===== config.mk =====
export PLATFORM = sky130hd
export DESIGN_NAME = color_centroid_tracker_flat
export DESIGN_NICKNAME = d
export VERILOG_FILES = /design/src/rtl/color_centroid_tracker_pkg.sv /design/src/rtl/color_centroid_tracker_if.sv /design/src/rtl/color_centroid_tracker_seq_divider.sv /design/src/rtl/color_centroid_tracker.sv /design/src/flat_wrapper.sv
export SDC_FILE = /design/constraint.sdc
export NUM_CORES = 1
export LEC_CHECK = 0
export ABC_AREA = 1
export CORE_ASPECT_RATIO = 0.8
export CORE_MARGIN = 2
export CORE_UTILIZATION = 25
export DETAILED_ROUTE_END_ITERATION = 10
export PLACE_DENSITY = 0.49
export SLEW_MARGIN = 20
export SYNTH_ARGS = -nofsm -noshare
export SYNTH_HDL_FRONTEND = slang
export SYNTH_SLANG_ARGS = --single-unit

===== constraint.sdc =====
create_clock -name vga_clk -period 7.6 [get_ports vga_clk]
set_clock_uncertainty 0.05 [all_clocks]
set_input_delay 2.28 -clock vga_clk [delete_from_list [all_inputs] [get_ports vga_clk]]
set_output_delay 2.28 -clock vga_clk [all_outputs]
set_load 0.01 [all_outputs]

===== src/rtl/color_centroid_tracker_pkg.sv =====
// Shared definitions for the colour centroid tracker: FSM state encoding,
// default raster geometry and the counter/accumulator width derivation.
package tracker_pkg;

    localparam int H_ACTIVE_DEF = 640;
    localparam int V_ACTIVE_DEF = 480;

    // Pixel counter must hold a full frame of matches.
    function automatic int cnt_width(input int h, input int v);
        longint n;
        n = longint'(h) * longint'(v) + 1;
        return $clog2(n);
    endfunction

    // Coordinate sum must hold a full frame of the largest coordinate.
    function automatic int sum_width(input int h, input int v);
        longint m;
        longint n;
        m = (h > v) ? longint'(h) : longint'(v);
        n = longint'(h) * longint'(v) * (m - 1) + 1;
        return $clog2(n);
    endfunction

    localparam int CNT_W_DEF = cnt_width(H_ACTIVE_DEF, V_ACTIVE_DEF);
    localparam int SUM_W_DEF = sum_width(H_ACTIVE_DEF, V_ACTIVE_DEF);

    typedef enum logic [1:0] {
        IDLE_ACC = 2'd0,
        DIV_COL  = 2'd1,
        DIV_ROW  = 2'd2,
        PUBLISH  = 2'd3
    } state_t;

endpackage


===== src/rtl/color_centroid_tracker_if.sv =====
// Pixel-stream inputs and published object statistics of the tracker.
// master = pixel source / result consumer, slave = the tracker itself.
interface color_centroid_tracker_if
    import tracker_pkg::*;
#(
    parameter int CNT_W = CNT_W_DEF
) ();

    logic [12:0]      row;
    logic [12:0]      col;
    logic             VGA_VS;
    logic             pix_match;
    logic             enable;

    logic [9:0]       obj_row;
    logic [9:0]       obj_col;
    logic [9:0]       bbox_rmin;
    logic [9:0]       bbox_rmax;
    logic [9:0]       bbox_cmin;
    logic [9:0]       bbox_cmax;
    logic [CNT_W-1:0] obj_count;
    logic             obj_valid;
    logic             frame_done;
    logic             overrun;

    modport master (
        output row, col, VGA_VS, pix_match, enable,
        input  obj_row, obj_col, bbox_rmin, bbox_rmax, bbox_cmin, bbox_cmax,
        input  obj_count, obj_valid, frame_done, overrun
    );

    modport slave (
        input  row, col, VGA_VS, pix_match, enable,
        output obj_row, obj_col, bbox_rmin, bbox_rmax, bbox_cmin, bbox_cmax,
        output obj_count, obj_valid, frame_done, overrun
    );

endinterface


===== src/rtl/color_centroid_tracker_seq_divider.sv =====
// Restoring unsigned divider, one quotient bit per clock. The first
// iteration runs on the start edge, so done pulses exactly SUM_W cycles
// after the start cycle with quotient/remainder already valid.
module seq_divider #(
    parameter int SUM_W = 28,
    parameter int CNT_W = 19
) (
    input  logic             i_clk,
    input  logic             i_rst_n,
    input  logic             i_start,
    input  logic [SUM_W-1:0] i_dividend,
    input  logic [CNT_W-1:0] i_divisor,
    output logic             o_done,
    output logic [SUM_W-1:0] o_quotient,
    output logic [CNT_W-1:0] o_remainder
);

    localparam int LEFT_W = $clog2(SUM_W + 1);

    logic [SUM_W-1:0]  r_quo;
    logic [CNT_W-1:0]  r_rem;
    logic [CNT_W-1:0]  r_div;
    logic [LEFT_W-1:0] r_left;
    logic              r_busy;
    logic              r_done;

    logic [SUM_W-1:0]  w_q_in;
    logic [CNT_W-1:0]  w_r_in;
    logic [CNT_W-1:0]  w_d_in;
    logic [CNT_W:0]    w_shift;
    logic [CNT_W:0]    w_diff;
    logic              w_ge;
    logic [CNT_W-1:0]  w_r_nxt;
    logic [SUM_W-1:0]  w_q_nxt;

    // One restoring step; on start the operands come straight from the inputs.
    always_comb begin
        w_q_in  = i_start ? i_dividend : r_quo;
        w_r_in  = i_start ? '0 : r_rem;
        w_d_in  = i_start ? i_divisor : r_div;
        w_shift = {w_r_in, w_q_in[SUM_W-1]};
        w_diff  = w_shift - {1'b0, w_d_in};
        w_ge    = (w_shift >= {1'b0, w_d_in});
        w_r_nxt = w_ge ? w_diff[CNT_W-1:0] : w_shift[CNT_W-1:0];
        w_q_nxt = {w_q_in[SUM_W-2:0], w_ge};
    end

    // Iteration counter, partial remainder and quotient shift register.
    always_ff @(posedge i_clk or negedge i_rst_n) begin
        if (!i_rst_n) begin
            r_quo  <= '0;
            r_rem  <= '0;
            r_div  <= '0;
            r_left <= '0;
            r_busy <= 1'b0;
            r_done <= 1'b0;
        end else begin
            r_done <= 1'b0;
            if (i_start) begin
                r_quo  <= w_q_nxt;
                r_rem  <= w_r_nxt;
                r_div  <= i_divisor;
                r_left <= LEFT_W'(SUM_W - 1);
                r_busy <= (SUM_W > 1);
                r_done <= (SUM_W == 1);
            end else if (r_busy) begin
                r_quo  <= w_q_nxt;
                r_rem  <= w_r_nxt;
                r_left <= r_left - LEFT_W'(1);
                if (r_left == LEFT_W'(1)) begin
                    r_busy <= 1'b0;
                    r_done <= 1'b1;
                end
            end
        end
    end

    assign o_done      = r_done;
    assign o_quotient  = r_quo;
    assign o_remainder = r_rem;

endmodule


===== src/rtl/color_centroid_tracker.sv =====
// Accumulates matched-pixel count, coordinate sums and bounding box per
// frame; at VS fall divides out the centroid and publishes the results,
// held stable until the next publish.
//
//   state    | meaning
//   ---------+------------------------------------------------------
//   IDLE_ACC | accumulating; waiting for frame end
//   DIV_COL  | dividing column sum by count
//   DIV_ROW  | dividing row sum by count
//   PUBLISH  | outputs just updated, frame_done high for this cycle
module color_centroid_tracker
    import tracker_pkg::*;
#(
    parameter int H_ACTIVE   = H_ACTIVE_DEF,
    parameter int V_ACTIVE   = V_ACTIVE_DEF,
    parameter int MIN_PIXELS = 64,
    parameter int CNT_W      = CNT_W_DEF,
    parameter int SUM_W      = SUM_W_DEF
) (
    input  logic                     vga_clk,
    input  logic                     reset_n,
    color_centroid_tracker_if.slave  bus
);

    state_t           r_state;
    logic             r_vs_d;

    logic [CNT_W-1:0] r_cnt;
    logic [SUM_W-1:0] r_sum_r;
    logic [SUM_W-1:0] r_sum_c;
    logic [9:0]       r_rmin, r_rmax, r_cmin, r_cmax;

    logic [CNT_W-1:0] r_sh_cnt;
    logic [SUM_W-1:0] r_sh_sum_r;
    logic [9:0]       r_sh_rmin, r_sh_rmax, r_sh_cmin, r_sh_cmax;

    logic [9:0]       r_q_col;
    logic             r_row_start;

    logic [9:0]       r_obj_row, r_obj_col;
    logic [9:0]       r_bbox_rmin, r_bbox_rmax, r_bbox_cmin, r_bbox_cmax;
    logic [CNT_W-1:0] r_obj_count;
    logic             r_obj_valid;
    logic             r_frame_done;
    logic             r_overrun;

    logic             w_fe;
    logic             w_hit;
    logic             w_snap_valid;
    logic [9:0]       w_row10, w_col10;
    logic             w_div_start;
    logic [SUM_W-1:0] w_dividend;
    logic [CNT_W-1:0] w_divisor;
    logic             w_div_done;
    logic [SUM_W-1:0] w_quo;
    logic [CNT_W-1:0] w_rem;
    logic             w_unused_div;

    assign w_row10      = bus.row[9:0];
    assign w_col10      = bus.col[9:0];
    assign w_fe         = r_vs_d & ~bus.VGA_VS;
    assign w_hit        = bus.enable & bus.pix_match &
                          (bus.row < 13'(V_ACTIVE)) & (bus.col < 13'(H_ACTIVE));
    assign w_snap_valid = (r_cnt >= CNT_W'(MIN_PIXELS));

    // Column division starts on the frame-end cycle from the live values,
    // which are exactly the snapshot being taken on that edge.
    assign w_div_start  = ((r_state == IDLE_ACC) && w_fe && w_snap_valid) || r_row_start;
    assign w_dividend   = r_row_start ? r_sh_sum_r : r_sum_c;
    assign w_divisor    = r_row_start ? r_sh_cnt   : r_cnt;
    assign w_unused_div = ^{w_quo[SUM_W-1:10], w_rem};

    seq_divider #(
        .SUM_W (SUM_W),
        .CNT_W (CNT_W)
    ) u_div (
        .i_clk       (vga_clk),
        .i_rst_n     (reset_n),
        .i_start     (w_div_start),
        .i_dividend  (w_dividend),
        .i_divisor   (w_divisor),
        .o_done      (w_div_done),
        .o_quotient  (w_quo),
        .o_remainder (w_rem)
    );

    // Delayed VS for falling-edge detection; idles high so reset is not a frame end.
    always_ff @(posedge vga_clk or negedge reset_n) begin
        if (!reset_n) r_vs_d <= 1'b1;
        else          r_vs_d <= bus.VGA_VS;
    end

    // Live accumulators; cleared at every frame end, with a same-cycle match
    // seeding the new frame.
    always_ff @(posedge vga_clk or negedge reset_n) begin
        if (!reset_n) begin
            r_cnt   <= '0;
            r_sum_r <= '0;
            r_sum_c <= '0;
            r_rmin  <= '1;
            r_rmax  <= '0;
            r_cmin  <= '1;
            r_cmax  <= '0;
        end else if (w_fe) begin
            r_cnt   <= w_hit ? CNT_W'(1) : '0;
            r_sum_r <= w_hit ? SUM_W'(bus.row) : '0;
            r_sum_c <= w_hit ? SUM_W'(bus.col) : '0;
            r_rmin  <= w_hit ? w_row10 : '1;
            r_rmax  <= w_hit ? w_row10 : '0;
            r_cmin  <= w_hit ? w_col10 : '1;
            r_cmax  <= w_hit ? w_col10 : '0;
        end else if (w_hit) begin
            r_cnt   <= r_cnt + CNT_W'(1);
            r_sum_r <= r_sum_r + SUM_W'(bus.row);
            r_sum_c <= r_sum_c + SUM_W'(bus.col);
            if (w_row10 < r_rmin) r_rmin <= w_row10;
            if (w_row10 > r_rmax) r_rmax <= w_row10;
            if (w_col10 < r_cmin) r_cmin <= w_col10;
            if (w_col10 > r_cmax) r_cmax <= w_col10;
        end
    end

    // Frame sequencing FSM with snapshot registers and registered outputs.
    always_ff @(posedge vga_clk or negedge reset_n) begin
        if (!reset_n) begin
            r_state      <= IDLE_ACC;
            r_sh_cnt     <= '0;
            r_sh_sum_r   <= '0;
            r_sh_rmin    <= '0;
            r_sh_rmax    <= '0;
            r_sh_cmin    <= '0;
            r_sh_cmax    <= '0;
            r_q_col      <= '0;
            r_row_start  <= 1'b0;
            r_obj_row    <= '0;
            r_obj_col    <= '0;
            r_bbox_rmin  <= '0;
            r_bbox_rmax  <= '0;
            r_bbox_cmin  <= '0;
            r_bbox_cmax  <= '0;
            r_obj_count  <= '0;
            r_obj_valid  <= 1'b0;
            r_frame_done <= 1'b0;
            r_overrun    <= 1'b0;
        end else begin
            r_frame_done <= 1'b0;
            r_row_start  <= 1'b0;
            if (w_fe && (r_state != IDLE_ACC)) r_overrun <= 1'b1;

            case (r_state)
                IDLE_ACC: begin
                    if (w_fe) begin
                        r_sh_cnt   <= r_cnt;
                        r_sh_sum_r <= r_sum_r;
                        r_sh_rmin  <= r_rmin;
                        r_sh_rmax  <= r_rmax;
                        r_sh_cmin  <= r_cmin;
                        r_sh_cmax  <= r_cmax;
                        if (w_snap_valid) begin
                            r_state <= DIV_COL;
                        end else begin
                            // Too few pixels: publish count only, geometry holds.
                            r_obj_count  <= r_cnt;
                            r_obj_valid  <= 1'b0;
                            r_frame_done <= 1'b1;
                            r_state      <= PUBLISH;
                        end
                    end
                end
                DIV_COL: begin
                    if (w_div_done) begin
                        r_q_col     <= w_quo[9:0];
                        r_row_start <= 1'b1;
                        r_state     <= DIV_ROW;
                    end
                end
                DIV_ROW: begin
                    if (w_div_done) begin
                        r_obj_row    <= w_quo[9:0];
                        r_obj_col    <= r_q_col;
                        r_bbox_rmin  <= r_sh_rmin;
                        r_bbox_rmax  <= r_sh_rmax;
                        r_bbox_cmin  <= r_sh_cmin;
                        r_bbox_cmax  <= r_sh_cmax;
                        r_obj_count  <= r_sh_cnt;
                        r_obj_valid  <= 1'b1;
                        r_frame_done <= 1'b1;
                        r_state      <= PUBLISH;
                    end
                end
                PUBLISH: begin
                    r_state <= IDLE_ACC;
                end
                default: begin
                    r_state <= IDLE_ACC;
                end
            endcase
        end
    end

    assign bus.obj_row    = r_obj_row;
    assign bus.obj_col    = r_obj_col;
    assign bus.bbox_rmin  = r_bbox_rmin;
    assign bus.bbox_rmax  = r_bbox_rmax;
    assign bus.bbox_cmin  = r_bbox_cmin;
    assign bus.bbox_cmax  = r_bbox_cmax;
    assign bus.obj_count  = r_obj_count;
    assign bus.obj_valid  = r_obj_valid;
    assign bus.frame_done = r_frame_done;
    assign bus.overrun    = r_overrun;

endmodule


===== src/flat_wrapper.sv =====
// flat-port wrapper written by rule: the top's interface ports become plain ports
module color_centroid_tracker_flat import tracker_pkg::*;
#(
    parameter int H_ACTIVE   = H_ACTIVE_DEF,
    parameter int V_ACTIVE   = V_ACTIVE_DEF,
    parameter int MIN_PIXELS = 64,
    parameter int CNT_W      = CNT_W_DEF,
    parameter int SUM_W      = SUM_W_DEF
)
  (vga_clk, reset_n, bus_row, bus_col, bus_VGA_VS, bus_pix_match, bus_enable, bus_obj_row, bus_obj_col, bus_bbox_rmin, bus_bbox_rmax, bus_bbox_cmin, bus_bbox_cmax, bus_obj_count, bus_obj_valid, bus_frame_done, bus_overrun);
  color_centroid_tracker_if #(.CNT_W(CNT_W)) bus_i ();
  input  logic vga_clk;
  input  logic reset_n;
  input wire logic [$bits(bus_i.row)-1:0] bus_row;
  input wire logic [$bits(bus_i.col)-1:0] bus_col;
  input wire logic [$bits(bus_i.VGA_VS)-1:0] bus_VGA_VS;
  input wire logic [$bits(bus_i.pix_match)-1:0] bus_pix_match;
  input wire logic [$bits(bus_i.enable)-1:0] bus_enable;
  output wire logic [$bits(bus_i.obj_row)-1:0] bus_obj_row;
  output wire logic [$bits(bus_i.obj_col)-1:0] bus_obj_col;
  output wire logic [$bits(bus_i.bbox_rmin)-1:0] bus_bbox_rmin;
  output wire logic [$bits(bus_i.bbox_rmax)-1:0] bus_bbox_rmax;
  output wire logic [$bits(bus_i.bbox_cmin)-1:0] bus_bbox_cmin;
  output wire logic [$bits(bus_i.bbox_cmax)-1:0] bus_bbox_cmax;
  output wire logic [$bits(bus_i.obj_count)-1:0] bus_obj_count;
  output wire logic [$bits(bus_i.obj_valid)-1:0] bus_obj_valid;
  output wire logic [$bits(bus_i.frame_done)-1:0] bus_frame_done;
  output wire logic [$bits(bus_i.overrun)-1:0] bus_overrun;
  assign bus_i.row = bus_row;
  assign bus_i.col = bus_col;
  assign bus_i.VGA_VS = bus_VGA_VS;
  assign bus_i.pix_match = bus_pix_match;
  assign bus_i.enable = bus_enable;
  assign bus_obj_row = bus_i.obj_row;
  assign bus_obj_col = bus_i.obj_col;
  assign bus_bbox_rmin = bus_i.bbox_rmin;
  assign bus_bbox_rmax = bus_i.bbox_rmax;
  assign bus_bbox_cmin = bus_i.bbox_cmin;
  assign bus_bbox_cmax = bus_i.bbox_cmax;
  assign bus_obj_count = bus_i.obj_count;
  assign bus_obj_valid = bus_i.obj_valid;
  assign bus_frame_done = bus_i.frame_done;
  assign bus_overrun = bus_i.overrun;
  color_centroid_tracker #(.H_ACTIVE(H_ACTIVE), .V_ACTIVE(V_ACTIVE), .MIN_PIXELS(MIN_PIXELS), .CNT_W(CNT_W), .SUM_W(SUM_W)) u_core (.vga_clk(vga_clk), .reset_n(reset_n), .bus(bus_i));
endmodule

# == Word-level counts from Yosys, hierarchy flattened ==
# Cells that the tools add are included.
# totals
register_bits,371
input_bits,31
out_inout_bits,82
# op_classes
reduce_logical,22
eq_ne,8
n_bitwise,5
n_addsub,5
magnitude_cmp,8
mux,61
# ops
cell,n
$mux 28,8
$mux 19,11
$mux 10,16
$add 28x13->28,2
$pmux 19 s2,1
$mux 13,2
$ge 20x19->1,1
$gt 10x10->1,2
$lt 10x10->1,2
$add 19x1->19 const B,1
$ge 19x7->1 const B,1
$sub 19x19->19,1
$reduce_bool 2->1,8
$mux 1,14
$reduce_and 2->1,7
$lt 13x10->1 const B,1
$lt 13x9->1 const B,1
$mux 5,2
$mux 2,4
$pmux 2 s4,1
$ne 2x2->1 const B,3
$eq 5x1->1 const B,1
$sub 5x1->5 const B,1
$and 1x1->1,4
10 further kinds,14

# == Depth between registers and ports, before layout ==
# Gate-level depths: netlist of the first run.
# depth
word_depth,10
ltp_mapped,27
ltp_nobuf,25

# == Hierarchy ==
# From an unflattened synthesis of the first run, not the netlist that was laid out.
# unflattened
hier_cells,2591
area_unflattened_um2,20546.0
# modules_own_cells
module,seq_area_each_um2,cells_per_inst,instances,area_each_um2
color_centroid_tracker,7483.4,1947,1,15889.0
seq_divider,1826.8,644,1,4657.0

# == Worst setup path before layout of the first run ==
# Ideal clock, no wire load.
# synth_path
path_type,input port to flip-flop
from,input bus_VGA_VS
to,register u_core.u_div.r_rem[17] (netlist: u_core.u_div.o_remainder[17])
setup_time_ns,0.116
stages,22
arrival_time_ns,5.366
path_slack_ns,2.067
path_cell_list,or2_1 > buf_6 > nor2_8 > nand2_4 > nand2_2 > buf_6 > clkbuf_1 > clkbuf_1 > a31oi_1 > ha_1 > fa_1 > inv_1 > nand4_1 > nand2_1 > nand3_2 > nand3_2 > nand2_4 > nand2_4 > buf_6 > nand3_1 > nand2_1 > nand2_1
# synth_between
elab_chain_len,10
word_cells_on_any_way,14
cone_classes,add/sub: 1; order compare: 1; mux: 6; bitwise: 2; reduce/logical: 4
# synth_rtl
item,line,text
from (decl),flat_wrapper.sv:16,input wire logic [$bits(bus_i.VGA_VS)-1:0] bus_VGA_VS;
$not 1->1 (*),color_centroid_tracker.sv:61,assign w_fe = r_vs_d & ~bus.VGA_VS;
$and 1x1->1 (*),color_centroid_tracker.sv:61,
$logic_and 1x1->1 (*) (2 in a row),color_centroid_tracker.sv:68,assign w_div_start = ((r_state == IDLE_ACC) && w_fe && w_snap_valid) || r_row_start;
$logic_or 1x1->1 (*),color_centroid_tracker.sv:68,
$mux 19 (*),n/a,
net u_core.u_div.w_d_in[0],color_centroid_tracker_seq_divider.sv:29,logic [CNT_W-1:0] w_d_in;
$sub 19x19->19 / $ge 20x19->1 (equally long branches),"color_centroid_tracker_seq_divider.sv:42, color_centroid_tracker_seq_divider.sv:43",
$mux 19 (*),color_centroid_tracker_seq_divider.sv:44,w_r_nxt = w_ge ? w_diff[CNT_W-1:0] : w_shift[CNT_W-1:0];
$mux 19,color_centroid_tracker_seq_divider.sv:66,end else if (r_busy) begin
$mux 19 (*),color_centroid_tracker_seq_divider.sv:59,if (i_start) begin
to (signal assigned),color_centroid_tracker_seq_divider.sv:61,r_rem <= w_r_nxt;
to (signal assigned),color_centroid_tracker_seq_divider.sv:68,r_rem <= w_r_nxt;
to (decl),color_centroid_tracker_seq_divider.sv:21,logic [CNT_W-1:0] r_rem;
# Mark *: on every way through the listed nets, which the timed path passes. The rest lies on a longest branch. The select of a mux whose other input is x is not followed.
# A chain may end at the register's enable or synchronous reset.

# == Worst setup path in the final report of the first run ==
# Ends and elaborated chain as after synthesis.

==> results of run 1 <==
==> layer usage <==
layer	wire length, um	vias to the layer above	track usage
met5	0	-	0
met4	840	0	0.0319
met3	2690	52	0.0215
met2	23800	328	0.210
met1	30200	7661	0.228
li1	-	7884	-
==> power breakdown <==
group,switching [mW],internal [mW],total (mW)
clock,0.908,1.37,2.28
combinational,1.82,1.08,2.89
sequential,0.263,2.49,2.75
total,2.99,4.93,7.92
==> cell type report <==
type / count / area share
Sequential cell: 371 / 0.406
Multi-Input combinational cell: 1563 / 0.365
Timing Repair Buffer: 135 / 0.0577
Clock buffer: 63 / 0.0563
Tap cell: 1012 / 0.0551
Inverter: 297 / 0.0486
Clock inverter: 20 / 0.0122
==> cells by family (layout without fill, tap and decap cells) <==
| logic type | Yosys count | count (layout) | synth area share |
|---|---|---|---|
| simple gates | 918 | 918 | 0.199 |
| flops | 371 | 371 | 0.486 |
| xor+xnor | 22 | 22 | 0.0101 |
| mux | 23 | 23 | 0.0135 |
| compound gates | 509 | 509 | 0.153 |
| fa+ha+maj | 91 | 91 | 0.0606 |
| buf+inv | 387 | 515 | 0.0771 |
==> per-stage QoR <==
stage	util	hold WS, ps	power [mW]
after CTS	0.304	424	8.01
after global routing	0.304	442	8.50
after floorplan	-	388	4.59
after global placement	0.283	411	5.67
final	0.304	424	7.92
after detailed placement	0.283	410	5.67
==> worst max-delay path, delay by kind of cell <==
family	cells	cell delay (ps)
buffers and inverters	4	1060
AND/OR/NAND/NOR	14	2310
adder cells (fa/ha/maj)	1	470
AO/OA/AOI/OAI	2	310
==> flip-flops by register name, indices dropped and copies added, names as in the netlist, 19 cells and up <==
signal                    cells
u_core.bus.obj_count         19
u_core.r_cnt                 19
u_core.r_sh_cnt              19
u_core.r_sh_sum_r            28
u_core.r_sum_c               28
u_core.r_sum_r               28
u_core.u_div.o_quotient      28
u_core.u_div.o_remainder     19
u_core.u_div.r_div           19
==> layout by cell type, fill, tap and decap left out, drive strengths merged, types with 7 or more instances in the layout <==
cell / synthesis / layout
ha: 88 / 88
clkbuf: 78 / 63
dfrtp: 350 / 350
o211ai: 31 / 31
nor3: 36 / 36
dfstp: 21 / 21
nand4: 24 / 24
mux2: 23 / 23
xor2: 15 / 15
buf: 12 / 24
nor2: 146 / 146
inv: 296 / 298
clkdlybuf4s50: 0 / 111
clkinv: 1 / 13
o221ai: 29 / 29
xnor2: 7 / 7
nand2: 606 / 606
a21oi: 117 / 117
o21ai: 238 / 238
nor4: 9 / 9
nand3: 87 / 87
o21a: 11 / 11
a31oi: 45 / 45
==> worst paths after layout <==
path | from | end | slack (ps) | depth (start not counted)
max | bus_VGA_VS | u_core.u_div.o_remainder[17] | 1630 | 21
min | u_core.r_sh_sum_r[10] | u_core.r_sh_sum_r[10] | 420 | 2
max reg2reg | u_core.r_row_start | u_core.u_div.o_remainder[17] | 2560 | 19
min reg2reg | u_core.r_sh_sum_r[10] | u_core.r_sh_sum_r[10] | 420 | 2
max in group asynchronous | reset_n | u_core.bus.bbox_rmin[3] | 4390 | 2
min in group asynchronous | reset_n | u_core.r_sh_cnt[18] | 1690 | 1
==> results by group, run 1 <==
Finish
  – Share of cells above drive strength 1: 0.0706
  – Number of fillers in the final layout: 7982
  – Footprint of the multi-input gates: 0.00837 mm2
  – Sequential Area: 0.00931 mm2
  – Fin area: 0.0230 mm2
  – Area grow syn2layout: 19.9%
  – Final nets: 2535
  – Fin cells: 3461
  – Diodes inserted: 0

Worst setup path
  – Startpoint types: input port
  – Worst path max stage delay: 470 ps
  – Critical Path AT: roughly 6400 ps
  – Critical Path RT: 8050 ps
  – CP endpoint kind: register
  – Crit path kind: input port to register
  – Slowest CP cell: fa_1
  – Critical Path, Cell by Cell: clkdlybuf4s50_1 -> or2_2 -> nor2_8 -> nand2_4 -> nand2_2 -> buf_4 -> o211ai_1 -> o21ai_0 -> inv_1 -> fa_1 -> inv_1 -> nand4_1 -> nand2_1 -> nand3_2 -> nand3_2 -> nand2_4 -> nand2_4 -> nand2_1 -> nand2_1 -> nand2_1 -> nand2_1
  – Critical path fanouts, max: 26
  – Most used cell, CP: nand2_1

Clock tree
  – Clk_lat worst skew: 600 ps
  – Post-CTS Repair Setup Buffers: 0
  – Post-CTS Hold Buffers: 0
  – Clk buf depth: 3
  – H-tree levels: 2
  – Post-CTS Resized: 0
  – Clk sinks: 371
  – Clock Root Buffer: clkbuf_16
  – Cts bufs inserted: 45
  – Clock slew at reported path FFs: 60 ps
  – TritonCTS clock tree: yes

Logic synthesis
  – Commonest register cell after synthesis: dfrtp_1
  – Async set-reset flop share out of synthesis: 1.00
  – Synth Instances: 2321
  – Area contributors post-synth: dfrtp_1 (46%), nand2_1 (12%), o21ai_0 (6.2%)
  – Yosys top cell area share: 0.457
  – YS warnings: 0
  – Most common cell in the netlist: nand2_1
  – Top cell type by total area after synthesis: dfrtp_1
  – Seq cells post-synth: 371
  – Area of the mapped netlist: 0.0191 mm2
  – Average size of a mapped cell: 8.25 um2
  – EDFF count, synth: 0
  – Synth top cells by count: nand2_1 (598), dfrtp_1 (350), inv_1 (291), o21ai_0 (236), nor2_1 (144)
  – Seq/Total Area, Yosys: 0.486
  – Synth cell types: 53
  – Syn Nets: 2443

Status
  – Run status: finished, final reports clean

Pwr
  – Worst vdd ir: 0.171 mV
  – Pwr Density: 345 mW/mm2
  – Leak Pwr: approximately 11 nW

Drt
  – Routed WL: 57.6 mm
  – # DRC: 0
  – Initial DRC count: 1336
  – Drt pass-1 iters: 5
  – Routed Antenna Nets: 0
  – Vias per inst: 4.60
  – DR vias: between 15k and 20k
  – Avg WL per Cell: between 15 and 20 um

Global routing
  – First-pass GRT wire length: 91.9 mm
  – Total GRT Usage: 0.146
  – Largest net degree at the start of global routing: 118
  – Grt total ovfl: 0
  – Initial antenna violation count: 1
  – Vias in the first global route: 15.5k

STA
  – Fmax: 168 MHz
  – Headroom to the max-slew limit: 0.277
  – Final Hold Viols: 0
  – Slew Limit Fails: 0
  – Worst slew pin tran: about 1100 ps
  – Post-route worst setup slack: about 1600 ps
  – Unrepaired setup endpoints after global routing: false
  – Final setup viols: 0
  – Tmin final: 5970 ps
  – Final cycle utilization of the critical path: 0.786
  – Post-route setup TNS: 0 ps

Placement
  – Dpl ws: 1080 ps
  – DP Cell Count: 3378
  – Hpwl dp: 41.2 mm
  – Global placement routability congestion: 0.867
  – Placed inst area: ~0.021 mm2
  – Port buffer count: 112

Floorplanning
  – IO Pins: 113
  – Die X: about 310 um
  – Row cnt: 90
  – Core ar.: 0.0756 mm2
  – Die span in y: roughly 250 um
  – Initial Utilization: 0.253
  – Die area: 0.0788 mm2

Flow run
  – Max-cap violations: 0

Hold path
  – Hold Crit Class: register to register
Note: power is estimated with default switching activity, not from simulation.
==> run 2, diff against run 1 <==
==> constraint.sdc (replaced) <==
create_clock -name vga_clk -period 5.7 [get_ports vga_clk]
set_clock_uncertainty 0.05 [all_clocks]
set_input_delay 1.71 -clock vga_clk [delete_from_list [all_inputs] [get_ports vga_clk]]
set_output_delay 1.71 -clock vga_clk [all_outputs]
set_load 0.01 [all_outputs]
==> results by group, run 2 (same netlist as run 1, synthesis figures left out) <==
Finish
  – Finished Core Util: 0.308 (+0.00368)
  – Share of cells above drive strength 1: 0.0816 (+0.0110)
  – Commonest non-fill, non-tap cell in the layout: nand2_1
  – Final nets: 2562 (+1.1%)
  – Area grow syn2layout: 21.4%
  – Number of fillers in the final layout: 7962 (-0.25%)
  – Most frequent cells in the layout: nand2_1 (597), dfrtp_1 (349), inv_1 (291)
  – Diodes inserted: 0 (unchanged)

STA
  – Worst slew pin tran: 992 ps (-91.1 ps)
  – Tmin final: 4980 ps
  – Final cycle utilization of the critical path: 0.874
  – Post-route setup TNS: 0 ps (unchanged)
  – Worst hold slack: 426 ps (+2.07 ps)
  – Final setup viols: 0 (unchanged)
  – Headroom to the max-slew limit: 0.339 (+0.0615)
  – Unrepaired setup endpoints after global routing: false
  – Fmax: 201 MHz
  – Slew Limit Fails: 0 (unchanged)
  – Final Hold Viols: 0 (unchanged)

Hold path
  – WHS Endpoint: u_core.r_sh_sum_r[15]
  – Hold Crit Class: register to register
  – Hold Startpoint: u_core.r_sh_sum_r[15]
  – Min-Delay Path Depth: 2 (unchanged)

Floorplanning
  – Die area: 0.0788 mm2 (unchanged)
  – Row cnt: 90 (unchanged)
  – Initial Utilization: 0.253 (unchanged)
  – IO Pins: 113 (unchanged)
  – Core ar.: 0.0756 mm2 (unchanged)
  – Die span in y: 252 um (unchanged)
  – Die X: 313 um (unchanged)

Global routing
  – Vias in the first global route: 15.9k (+2.3%)
  – Total GRT Usage: 0.149 (+0.00323)
  – Largest net degree at the start of global routing: 109 (-7.6%)
  – Initial antenna violation count: 2 (+1)
  – Grt total ovfl: 0 (unchanged)
  – First-pass GRT wire length: 93.4 mm (+1.7%)

Placement
  – Port buffer count: 112 (unchanged)
  – Hpwl dp: 43.2 mm (+4.8%)
  – Global placement routability congestion: 0.891 (+2.8%)

Pwr
  – Worst vdd ir: 0.174 mV (+1.7%)
  – Pwr Density: 460 mW/mm2 (+33%)
  – Reg power frac: 0.344 (-0.003)
  – Leak Pwr: 10.9 nW (+1.4%)
  – Clock share of power: 0.289 (+0.002)
  – Internal Pwr Total: 6.69 mW (+36%)
  – Combinational power share: 0.367 (+0.002)
  – Switching Power: 4.00 mW (+34%)
  – Sw Share: 0.374 (-0.00314)

Drt
  – Vias per inst: 4.66 (+1.3%)
  – Routed WL: 58.8 mm (+2.2%)
  – Initial DRC count: 1418 (+6.1%)
  – Avg WL per Cell: 16.9 um (+1.4%)
  – Routed Antenna Nets: 0 (unchanged)
  – Drt pass-1 iters: 6 (+1)
  – DR vias: 16.3k (+2.1%)
  – # DRC: 0 (unchanged)

Worst setup path
  – R2r startpoint: u_core.r_cnt[17]
  – Worst R2R Path Depth: 21 (+2)
  – Critical Path AT: 5400 ps (-1020 ps)
  – CP endpoint kind: register
  – Crit Reg-Reg Endpoint: u_core.u_div.o_remainder[15]
  – Crit path kind: input port to register
  – Critical Path RT: 6120 ps (-1930 ps)
  – Worst R2R Setup Slack: 1660 ps (-900 ps)
  – Critical path fanouts, max: 35 (+35%)
  – Startpoint types: input port

Clock tree
  – Cts bufs inserted: 45 (unchanged)
  – Post-CTS Hold Buffers: 0 (unchanged)
  – Clk buf depth: 3 (unchanged)
  – Post-CTS Resized: 0 (unchanged)
  – Clock slew at reported path FFs: 60 ps (about the same)
  – TritonCTS clock tree: yes
  – H-tree levels: 2 (unchanged)
  – Clk sinks: 371 (unchanged)
  – Post-CTS Repair Setup Buffers: 0 (unchanged)
  – Clk_lat worst skew: 580 ps (-20 ps)
  – Clock Root Buffer: clkbuf_16

Status
  – Run status: finished, final reports clean

Flow run
  – Max-cap violations: 0 (unchanged)
## run 2: critical path, cell delays in order
cell             delay, ps
clkdlybuf4s50_1        460
or2_2                  400
nor2_8                 140
nand2_4                100
nand2_2                150
buf_12                 190
o211ai_1               120
o21ai_0                270
ha_1                   390
a21oi_1                250
inv_1                  120
a31oi_1                360
o21ai_0                130
a21oi_1                190
nand2_1                 80
nand2_1                 50
nand2_1                 60
nand2_1                 60
nand2_1                 50
nand2_1                 50
nand2_1                 50
## run 2: worst max path at each step
| stage | startpoint | depth (start not counted) | slack [ps] | endpoint |
|---|---|---|---|---|
| floorplan | bus_VGA_VS | 22 | 740 | u_core.u_div.o_remainder[17] |
| CTS | bus_VGA_VS | 22 | 790 | u_core.u_div.o_remainder[17] |
| finish | bus_VGA_VS | 21 | 720 | u_core.u_div.o_remainder[15] |
| global placement | bus_VGA_VS | 22 | 240 | u_core.u_div.o_remainder[18] |
| detailed placement | bus_VGA_VS | 22 | 170 | u_core.u_div.o_remainder[18] |
| global route | bus_VGA_VS | 22 | 450 | u_core.u_div.o_remainder[17] |
## run 2: metal layers
metal | share of wire | up-vias | global-route usage
met2 | 0.41 | 364 | 0.215
met4 | 0.018 | 2 | 0.0361
met5 | 0.00022 | - | 0
li1 | - | 7931 | -
met3 | 0.048 | 71 | 0.0228
met1 | 0.52 | 7888 | 0.230
## run 2: power groups by stage
| stage | clock network, mW | logic [mW] | registers (mW) |
|---|---|---|---|
| after floorplan | 0 | 2.42 | 3.70 |
| after global placement | 0 | 3.96 | 3.71 |
| after detailed placement | 0 | 3.93 | 3.72 |
| after CTS | 3.19 | 3.95 | 3.68 |
| after global routing | 3.30 | 4.43 | 3.75 |
| final | 3.09 | 3.92 | 3.67 |
## run 2: area by class of cell
| class | instances | area (um2) | share of cell area |
|---|---|---|---|
| flip-flops and latches | 371 | 9310 | 0.401 |
| multi-input cells | 1563 | 8370 | 0.360 |
| repair buffers | 162 | 1570 | 0.0676 |
| clock buffers | 63 | 1320 | 0.0570 |
| well taps | 1012 | 1270 | 0.0545 |
| inverters | 297 | 1110 | 0.0480 |
| clock inverters | 19 | 279 | 0.0120 |
## run 2: through the flow
stage	power, mW	std cells	setup slack (ps)	cell area [um2]
detailed placement	7.65	3404	169	21600
floorplan	6.12	2321	737	19100
finish	10.7	3487	719	23200
CTS	10.8	3486	785	23200
global placement	7.67	3404	239	21600
global route	11.5	3487	447	23200
